<file path="config.mk">
export PLATFORM = sky130hd
export DESIGN_NAME = alu_arbiter_flat
export DESIGN_NICKNAME = d
export VERILOG_FILES = /design/src/rtl/alu_arbiter_if.sv /design/src/rtl/alu_arbiter.sv /design/src/flat_wrapper.sv
export SDC_FILE = /design/constraint.sdc
export NUM_CORES = 1
export LEC_CHECK = 0
export ABC_AREA = 1
export CAP_MARGIN = 15
export CORE_AREA = 2 2 90 92
export DETAILED_ROUTE_END_ITERATION = 12
export DIE_AREA = 0 0 92 94
export GPL_ROUTABILITY_DRIVEN = 0
export GPL_TIMING_DRIVEN = 0
export PLACE_DENSITY = 0.78
export SKIP_LAST_GASP = 1
export SLEW_MARGIN = 20
export SYNTH_ARGS = -nofsm -noshare
export SYNTH_HDL_FRONTEND = slang
export SYNTH_SLANG_ARGS = --single-unit
</file>
<file path="constraint.sdc">
create_clock -name clk -period 1.45 [get_ports clk]
set_input_delay 0.29 -clock clk [delete_from_list [all_inputs] [get_ports clk]]
set_output_delay 0.29 -clock clk [all_outputs]
set_load 0.02 [all_outputs]
</file>
<file path="src/rtl/alu_arbiter_if.sv">
// alu_arbiter_if: requester handshakes, ALU operand/result bus and response signals
interface alu_arbiter_if;
  logic        req0, req1, ack0, ack1;
  logic [2:0]  opc0, opc1, alu_opc;
  logic [15:0] a0, b0, a1, b1, alu_a, alu_b, alu_result, rsp_data;
  logic        alu_zero, rsp_zero, rsp_id, busy;
  modport slave (
    input  req0, opc0, a0, b0, req1, opc1, a1, b1, alu_result, alu_zero,
    output ack0, ack1, alu_a, alu_b, alu_opc, rsp_data, rsp_zero, rsp_id, busy
  );
  modport master (
    output req0, opc0, a0, b0, req1, opc1, a1, b1, alu_result, alu_zero,
    input  ack0, ack1, alu_a, alu_b, alu_opc, rsp_data, rsp_zero, rsp_id, busy
  );
endinterface

</file>
<file path="src/rtl/alu_arbiter.sv">
// alu_arbiter: round-robin sharing of one 16-bit ALU between two req/ack requesters
module alu_arbiter (
  input logic         clk,
  input logic         rst,
  alu_arbiter_if.slave bus
);
  typedef enum logic [1:0] {IDLE, EXEC, RESP} state_t;
  state_t      state_q, state_d;
  logic [15:0] a_q, a_d, b_q, b_d, data_q, data_d;
  logic [2:0]  opc_q, opc_d;
  logic        zero_q, zero_d, id_q, id_d, prio_q, prio_d;
  logic        ack0_q, ack0_d, ack1_q, ack1_d;
  logic        win, gnt, cap;
  always_ff @(posedge clk) begin
    if (rst) begin
      state_q <= IDLE;
      a_q     <= '0;
      b_q     <= '0;
      opc_q   <= '0;
      data_q  <= '0;
      zero_q  <= 1'b1;
      id_q    <= 1'b0;
      prio_q  <= 1'b0;
      ack0_q  <= 1'b0;
      ack1_q  <= 1'b0;
    end else begin
      state_q <= state_d;
      a_q     <= a_d;
      b_q     <= b_d;
      opc_q   <= opc_d;
      data_q  <= data_d;
      zero_q  <= zero_d;
      id_q    <= id_d;
      prio_q  <= prio_d;
      ack0_q  <= ack0_d;
      ack1_q  <= ack1_d;
    end
  end
  always_comb begin
    state_d = state_q == IDLE ? ((bus.req0 | bus.req1) ? EXEC : IDLE) :
              state_q == EXEC ? RESP : IDLE;
  end
  // ack is registered on leaving RESP so it lands in the cycle after, overlapping the next grant
  always_comb begin
    win    = (bus.req0 & bus.req1) ? prio_q : ~bus.req0;
    gnt    = state_q == IDLE && (bus.req0 | bus.req1);
    cap    = state_q == EXEC;
    a_d    = gnt ? (win ? bus.a1 : bus.a0) : a_q;
    b_d    = gnt ? (win ? bus.b1 : bus.b0) : b_q;
    opc_d  = gnt ? (win ? bus.opc1 : bus.opc0) : opc_q;
    id_d   = gnt ? win : id_q;
    data_d = (cap && opc_q != 3'b111) ? bus.alu_result : data_q;
    zero_d = cap ? (opc_q == 3'b111 ? data_q == 16'h0 : bus.alu_zero) : zero_q;
    prio_d = state_q == RESP ? ~id_q : prio_q;
    ack0_d = state_q == RESP && !id_q;
    ack1_d = state_q == RESP && id_q;
  end
  assign bus.alu_a    = a_q;
  assign bus.alu_b    = b_q;
  assign bus.alu_opc  = opc_q;
  assign bus.rsp_data = data_q;
  assign bus.rsp_zero = zero_q;
  assign bus.rsp_id   = id_q;
  assign bus.ack0     = ack0_q;
  assign bus.ack1     = ack1_q;
  assign bus.busy     = state_q != IDLE;
endmodule

</file>
<file path="src/flat_wrapper.sv">
// flat-port wrapper written by rule: the top's interface ports become plain ports
module alu_arbiter_flat 
  (clk, rst, bus_req0, bus_opc0, bus_a0, bus_b0, bus_req1, bus_opc1, bus_a1, bus_b1, bus_alu_result, bus_alu_zero, bus_ack0, bus_ack1, bus_alu_a, bus_alu_b, bus_alu_opc, bus_rsp_data, bus_rsp_zero, bus_rsp_id, bus_busy);
  alu_arbiter_if bus_i ();
  input logic clk;
  input logic rst;
  input wire logic [$bits(bus_i.req0)-1:0] bus_req0;
  input wire logic [$bits(bus_i.opc0)-1:0] bus_opc0;
  input wire logic [$bits(bus_i.a0)-1:0] bus_a0;
  input wire logic [$bits(bus_i.b0)-1:0] bus_b0;
  input wire logic [$bits(bus_i.req1)-1:0] bus_req1;
  input wire logic [$bits(bus_i.opc1)-1:0] bus_opc1;
  input wire logic [$bits(bus_i.a1)-1:0] bus_a1;
  input wire logic [$bits(bus_i.b1)-1:0] bus_b1;
  input wire logic [$bits(bus_i.alu_result)-1:0] bus_alu_result;
  input wire logic [$bits(bus_i.alu_zero)-1:0] bus_alu_zero;
  output wire logic [$bits(bus_i.ack0)-1:0] bus_ack0;
  output wire logic [$bits(bus_i.ack1)-1:0] bus_ack1;
  output wire logic [$bits(bus_i.alu_a)-1:0] bus_alu_a;
  output wire logic [$bits(bus_i.alu_b)-1:0] bus_alu_b;
  output wire logic [$bits(bus_i.alu_opc)-1:0] bus_alu_opc;
  output wire logic [$bits(bus_i.rsp_data)-1:0] bus_rsp_data;
  output wire logic [$bits(bus_i.rsp_zero)-1:0] bus_rsp_zero;
  output wire logic [$bits(bus_i.rsp_id)-1:0] bus_rsp_id;
  output wire logic [$bits(bus_i.busy)-1:0] bus_busy;
  assign bus_i.req0 = bus_req0;
  assign bus_i.opc0 = bus_opc0;
  assign bus_i.a0 = bus_a0;
  assign bus_i.b0 = bus_b0;
  assign bus_i.req1 = bus_req1;
  assign bus_i.opc1 = bus_opc1;
  assign bus_i.a1 = bus_a1;
  assign bus_i.b1 = bus_b1;
  assign bus_i.alu_result = bus_alu_result;
  assign bus_i.alu_zero = bus_alu_zero;
  assign bus_ack0 = bus_i.ack0;
  assign bus_ack1 = bus_i.ack1;
  assign bus_alu_a = bus_i.alu_a;
  assign bus_alu_b = bus_i.alu_b;
  assign bus_alu_opc = bus_i.alu_opc;
  assign bus_rsp_data = bus_i.rsp_data;
  assign bus_rsp_zero = bus_i.rsp_zero;
  assign bus_rsp_id = bus_i.rsp_id;
  assign bus_busy = bus_i.busy;
  alu_arbiter u_core (.clk(clk), .rst(rst), .bus(bus_i));
endmodule
</file>
# Yosys cells after proc, flatten, opt, wreduce, memory -nomap -nowiden
# Index checks and enable logic that the tools add are counted.
word_totals:
  reg_bits: 58
  latch_bits: 0
  ram_bits: 0
  romBits: 0
  elab_cells: 34
  memories: 0
op_classes:
  addsub: 0
  mul: 0
  div_mod_pow: 0
  order_cmp: 0
  n_eq_ne: 4
  shifts: 0
  muxes: 8
  n_bitwise: 4
  reduce_logical: 8
op_table:
  columns: ["op", "count"]
  rows:
  - ["$mux 16", 2]
  - ["$logic_not 16->1", 1]
  - ["$logic_and 1x1->1", 4]
  - ["$mux 2", 2]
  - ["$eq 3x3->1 const B", 1]
  - ["$mux 1", 3]
  - ["$mux 3", 1]
  - ["$ne 3x3->1 const B", 1]
  - ["$eq 2x1->1 const B", 1]
  - ["$eq 2x2->1 const B", 1]
  - ["$logic_not 2->1", 1]
  - ["$not 1->1", 2]
  - ["$reduce_bool 2->1", 1]
  - ["$and 1x1->1", 1]
  - ["$logic_not 1->1", 1]
  - ["$or 1x1->1", 1]

# Logic depth before layout (Yosys ltp)
# Gate-level depths: netlist of the first run.
logic_depth:
  ltp_word: 3
  depth_mapped: 7
  ltp_nobuf: 6

# Worst setup path after synthesis of the first run
# No wires, ideal clock.
synth_path:
  path_kind: "flip-flop to flip-flop"
  from: "register u_core.opc_q[0] (netlist: u_core.bus.alu_opc[0])"
  to: "register u_core.data_q[10] (netlist: u_core.bus.rsp_data[10])"
  arrival_time_ns: 1.076
  slack_ns: 0.258
  stages_incl_launch_ff: 7
  n_path_buf: 1
  period_less_slack_ns: 1.192
  cell_sequence: "dfxtp_1 > nand3_1 > nand2_4 > inv_4 > buf_4 > nor2_1 > nor2_1"
synth_between:
  elab_chain_cells: 2
synth_lines:
  columns: ["item", "line", "rtl"]
  rows:
  - ["start, declared", "alu_arbiter.sv:10", "logic [2:0] opc_q, opc_d;"]
  - ["start signal, assigned", "alu_arbiter.sv:30", "opc_q <= opc_d;"]
  - ["$ne 3x3->1", "alu_arbiter.sv:52", "data_d = (cap && opc_q != 3'b111) ? bus.alu_result : data_q;"]
  - ["$logic_and 1x1->1", "alu_arbiter.sv:52", null]
  - ["end signal, assigned", "alu_arbiter.sv:31", "data_q <= data_d;"]
  - ["end, declared", "alu_arbiter.sv:9", "logic [15:0] a_q, a_d, b_q, b_d, data_q, data_d;"]
# No other way between the ends.
# A chain may end at the register's enable or synchronous reset.

# Final worst setup path of the first run
layout_path:
  from: "register u_core.state_q[0]"
  to: "output port bus_busy"
layout_between:
  elab_chain_cells: 1
layout_lines:
  columns: ["item", "line", "rtl"]
  rows:
  - ["start, declared", "alu_arbiter.sv:8", "state_t state_q, state_d;"]
  - ["start signal, assigned", "alu_arbiter.sv:27", "state_q <= state_d;"]
  - ["$reduce_bool 2->1", "alu_arbiter.sv:66", "assign bus.busy = state_q != IDLE;"]
  - ["end, declared", "flat_wrapper.sv:25", "output wire logic [$bits(bus_i.busy)-1:0] bus_busy;"]
# No other way between the ends.

==> out/results.ini, run 1 <==
[critical_path]
worstPathArrival_ps = 1080
critPathSlowestCell = dfxtp_1
critical_path.top_delay_family = flip-flops
cp_cell_sequence = inv_2, nand2_2, clkbuf_2
critPathMaxFanout = 4
crit_type = register to primary output
cp.buffers_inverters = 2
worstPathRequired_ps = 1160
critPathCaptureType = primary output
start_kind = register
max_stage_delay_ps = 380

[final_layout]
nNetsFinal = 709
final_common_cell = nand2_1
diodes = 0
syn_to_final_growth_pct = 57.6
fin_util = 0.620
layout_common_cells = nand2_1, nor2_1, clkdlybuf4s50_1, dfxtp_1, dlygate4sd2_1
drive_above_1_share = 0.0787

[floorplan]
rows = 32
floorplan.initialDensity = 0.393
die_w_um = 92
die_h_um = 94
boundaryPins = 147
fp.coreArea_um2 = 7610
dieArea_um2 = 8650

[clock_network]
clkTransAtPathRegs_ps = 60
cts_buffer_depth = 2
cts_tree = built
worstSkewPairLatency_ps = 320
cts_hold_buf = 0
cts_buffers = 9
clock-sinks = 58
cts_root_buf = clkbuf_8
cts_setup_buffers = 0
htreeDepth = 3

[timing]
setup_violations = 0
finalClockSkew_ps = 3.94
drv_slew = 0
slew_headroom = 0.715
setup_total_negative_slack_ps = 0
max_clock_freq_mhz = 728
rsz0062_at_grt = yes
layout_min_cycle_time_ps = 1370
timing.final.crit_share = 0.948
hold_slack_ps = 437
worstMarginPinSlew_ps = 427
finalWorstSetupSlack_ps = 75.6
final-hold-violation-count = 0

[global_routing]
grt.total_usage = 0.202
antenna_found_initial = 0
grt_pass1_wl_um = 13900
overflow = 0
grt_pass1_vias = 3041
grt_max_degree = 11

[run]
maxCapViolCount = 0

[place]
place.port_buffers = 145
dp_hpwl_um = 6750
dpl_worst_slack_ps = -371

[logic_synthesis]
ys_ff_latch = 58
ys_warn_count = 0
ys_seq_area_frac = 0.388
synthTopCellsByArea = dfxtp_1, nand2_1, nor2_1
syn-num-nets = 553
syn_area_um2 = 2990
post_synth_num_cell_types = 23
synth_cells = 462
yosys.area.top_type_share = 0.388
yosysTopAreaCell = dfxtp_1
avgSynthCellArea_um2 = 6.48

[power]
p_leak_uw = 0.00232
powerDensity_nw_per_um2 = 1010
peakVddDrop_mv = 0.377
power_uw = 4770

[routing]
vias_per_cell = 4.52
vias = 3275
drt_pre_antenna_iters = 4
routed_wl_um = 8550
first_iter_violations = 121
antenna_left = 0
wire_per_inst_um = 11.8
drcViolationCount = 0

[worst_hold_path]
min_path_type = input pin to register

[outcome]
status = finished clean

[worst reg2reg max path, cell delays in order, from the launching register on]
cell	delay, ps
dfxtp_1	340
inv_2	110
nand2_2	90
nor2_4	250
buf_6	190
nand2_1	50
nor2_1	110
nor2_1	50
[registers in the layout (all words and copies together) (netlist names)]
register and cells:
u_core.prio_q 1, u_core.bus.ack1 1, u_core.state_q 2, u_core.bus.alu_b 16, u_core.bus.alu_a 16, u_core.bus.rsp_zero 1, u_core.bus.rsp_data 16, u_core.bus.ack0 1
u_core.bus.rsp_id 1, u_core.bus.alu_opc 3
[final cells by class]
| type | instances | area, um^2 |
|---|---|---|
| plain buffers | 28 | 174 |
| inverters | 42 | 164 |
| clock inverters | 4 | 50.0 |
| well taps | 102 | 128 |
| flip-flops and latches | 58 | 1160 |
| clock buffers | 12 | 155 |
| repair buffers | 145 | 1380 |
| multi-input cells | 334 | 1500 |
| fillers | 757 | 2890 |
[logic make-up (layout without fill, tap and decap cells)]
family	count (synthesis)	count (layout)	synth area share
and+or+nand+nor	279	279	0.378
buffers and inverters	70	231	0.109
DFF	58	58	0.388
AOI/OAI and AO/OA	55	55	0.125
[path summary, 6_finish.rpt]
path / from / to / slack [ps] / depth (start not counted)
max: u_core.state_q[0] / bus_busy / 80 / 3
min: bus_req0 / u_core.bus.alu_b[8] / 440 / 5
max reg2reg: u_core.state_q[0] / u_core.bus.alu_a[11] / 160 / 7
min reg2reg: u_core.bus.rsp_id / u_core.bus.ack0 / 440 / 1
[power breakdown]
part / total (uW) / internal (uW) / switching (uW)
Clock: 1510 / 885 / 627
Combinational: 1400 / 650 / 755
Sequential: 1860 / 1760 / 93.8
[synthesized netlist by cell type]
library cell,n
buf_6,6
a21boi_0,5
clkbuf_2,1
clkinv_1,1
nand2_4,1
o21ai_4,1
inv_1,38
nand2_2,2
o21ai_0,16
nor2_2,1
dfxtp_1,58
nor2_1,115
buf_4,2
buf_2,6
a21oi_1,3
a21boi_1,30
nor2_4,2
nand3_1,40
inv_2,2
nand2_1,116
inv_4,1
nor3_1,2
clkbuf_1,13
[routing by layer]
metal,up-vias,share of wire,global-route usage
met3,13,0.059,0.0441
li1,1735,-,-
met4,0,0.014,0.0659
met5,-,0,0
met2,104,0.48,0.352
met1,1423,0.44,0.248
[repair_timing]
item	CTS	global route
pin swaps	0	1
gates resized for setup	58	13
setup endpoints to repair	58	38
[metrics by stage]
step | area (um^2) | std cells
after floorplan | 2990 | 462
after global placement | 4570 | 709
after detailed placement | 4570 | 709
after CTS | 4710 | 725
after global routing | 4710 | 725
final | 4710 | 725
Power figures use the tool's default switching activity.
==> run 2: changes to the inputs <==
--- a/config.mk
+++ b/config.mk
@@ -7,9 +7,9 @@
 export LEC_CHECK = 0
 export ABC_AREA = 1
 export CAP_MARGIN = 15
-export CORE_AREA = 2 2 90 92
+export CORE_AREA = 2 2 86 96
 export DETAILED_ROUTE_END_ITERATION = 12
-export DIE_AREA = 0 0 92 94
+export DIE_AREA = 0 0 88 98
 export GPL_ROUTABILITY_DRIVEN = 0
 export GPL_TIMING_DRIVEN = 0
 export PLACE_DENSITY = 0.78
==> run 2 against run 1 <==
  * Register-to-register slack about the same
  * Routed wire length up 3.7%
  * Hold slack worse by 10 ps
  * First-iteration DRC count down 9.9%
  * Global-route usage up 0.35 points
  * Die area down 0.28%
  * Via count up 0.98%
  * Combinational power about the same
  * Clock skew up 3.5 ps
  * Utilization down 0.11 points
==> out/results.ini, run 2 (synthesis gave the netlist of run 1 again) <==
[critical_path]
crit_type = register to primary output
critPathMaxFanout = 4
r2r_setup_slack_ps = 170
start_kind = register
reg2reg_depth = 7
r2r_end = u_core.bus.alu_a[13]
critPathCaptureType = primary output
worstPathRequired_ps = 1160
worstPathArrival_ps = 1100
reg2reg_from = u_core.state_q[0]
crit_path_end = bus_busy
crit_path_start = u_core.state_q[0]

[floorplan]
rows = 34
floorplan.initialDensity = 0.389
fp.coreArea_um2 = 7700
boundaryPins = 147
dieArea_um2 = 8620
die_h_um = 98
die_w_um = 88

[clock_network]
cts_hold_buf = 0
worstSkewPairLatency_ps = 330
cts_tree = built
cts_root_buf = clkbuf_8
htreeDepth = 3
cts_buffer_depth = 2
clock-sinks = 58
cts_buffers = 9
clkTransAtPathRegs_ps = 60

[routing]
first_iter_violations = 109
routed_wl_um = 8870
drcViolationCount = 0
vias = 3307
drt_pre_antenna_iters = 7
antenna_left = 0
vias_per_cell = 4.51
wire_per_inst_um = 12.1

[place]
dp_hpwl_um = 6770
place.port_buffers = 145
place_area_um2 = 4580

[run]
maxCapViolCount = 0

[power]
peakVddDrop_mv = 0.504
power_uw = 5020
p_leak_uw = 0.00234
powerDensity_nw_per_um2 = 1050

[timing]
slew_headroom = 0.696
layout_min_cycle_time_ps = 1390
finalClockSkew_ps = 7.47
max_clock_freq_mhz = 722
rsz0062_at_grt = no
drv_slew = 0
timing.final.crit_share = 0.956
setup_violations = 0
final-hold-violation-count = 0
worstMarginPinSlew_ps = 456

[final_layout]
final_area_um2 = 4760
final.fill_count = 749
layout_common_cells = nand2_1, nor2_1, clkdlybuf4s50_1, dfxtp_1, dlygate4sd2_1
syn_to_final_growth_pct = 59.2
nNetsFinal = 711
diodes = 0
final_common_cell = nand2_1
seqCellArea_um2 = 1160
multi_input_area_um2 = 1500
drive_above_1_share = 0.0784

[global_routing]
grt_pass1_wl_um = 14100
grt.total_usage = 0.206
grt_max_degree = 11
overflow = 0
antenna_found_initial = 0
grt_pass1_vias = 3208

[outcome]
status = finished clean

[worst_hold_path]
whs_path_depth = 5
min_path_type = input pin to register

-- run 2: final cells by class --
| cell class | instances | share of cell area |
|---|---|---|
| plain buffers | 28 | 0.0357 |
| clock buffers | 12 | 0.0347 |
| clock inverters | 4 | 0.0152 |
| inverters | 42 | 0.0339 |
| multi-input cells | 334 | 0.316 |
| flip-flops and latches | 58 | 0.244 |
| well taps | 108 | 0.0284 |
| repair buffers | 147 | 0.292 |
-- run 2: worst min-delay path by stage --
stage                      start                  end  slack, ps
4_1_cts                 bus_req0  u_core.bus.alu_b[8]        420
2_1_floorplan                rst        u_core.prio_q        360
3_5_place_dp   u_core.bus.rsp_id      u_core.bus.ack0        460
5_1_grt                 bus_req0  u_core.bus.alu_b[8]        480
6_report                bus_req0  u_core.bus.alu_b[8]        430
3_3_place_gp   u_core.bus.rsp_id      u_core.bus.ack0        450
-- run 2: worst max-delay path: stages, from the launching register on --
cell and delay (ps):
dfxtp_1 380, inv_2 80, nand2_2 110, clkbuf_2 190
-- run 2: timing repair --
item / CTS / global route
gates resized for setup: 58 / 8
pin swaps: 0 / 1
endpoints found under the hold margin: 0 / 0
setup endpoints to repair: 57 / 23
setup buffers: 0 / 2
-- run 2: metal layers --
metal / share of wire / global-route usage / wire length [um]
met5: 0 / 0 / 0
met4: 0.019 / 0.0840 / 172
met3: 0.064 / 0.0397 / 566
met2: 0.49 / 0.359 / 4340
met1: 0.43 / 0.242 / 3790
-- run 2: per-stage QoR --
stage	hold slack (ps)	std cells	util	TNS [ps]	setup slack, ps
2_1_floorplan	359	462	-	0	258
3_3_place_gp	452	715	0.595	-14460	-336
3_5_place_dp	456	715	0.595	-15310	-352
4_1_cts	425	731	0.617	-107	-107
5_1_grt	476	733	0.619	0	5.85
6_report	427	733	0.619	0	64.1
-- run 2: where the power goes --
group / internal, uW / total, uW / switching, uW / leakage, uW
Clock: 1110 / 1750 / 645 / 0.000119
Sequential: 1760 / 1860 / 95.8 / 0.000480
Combinational: 657 / 1420 / 760 / 0.00174
Total: 3520 / 5020 / 1500 / 0.00234
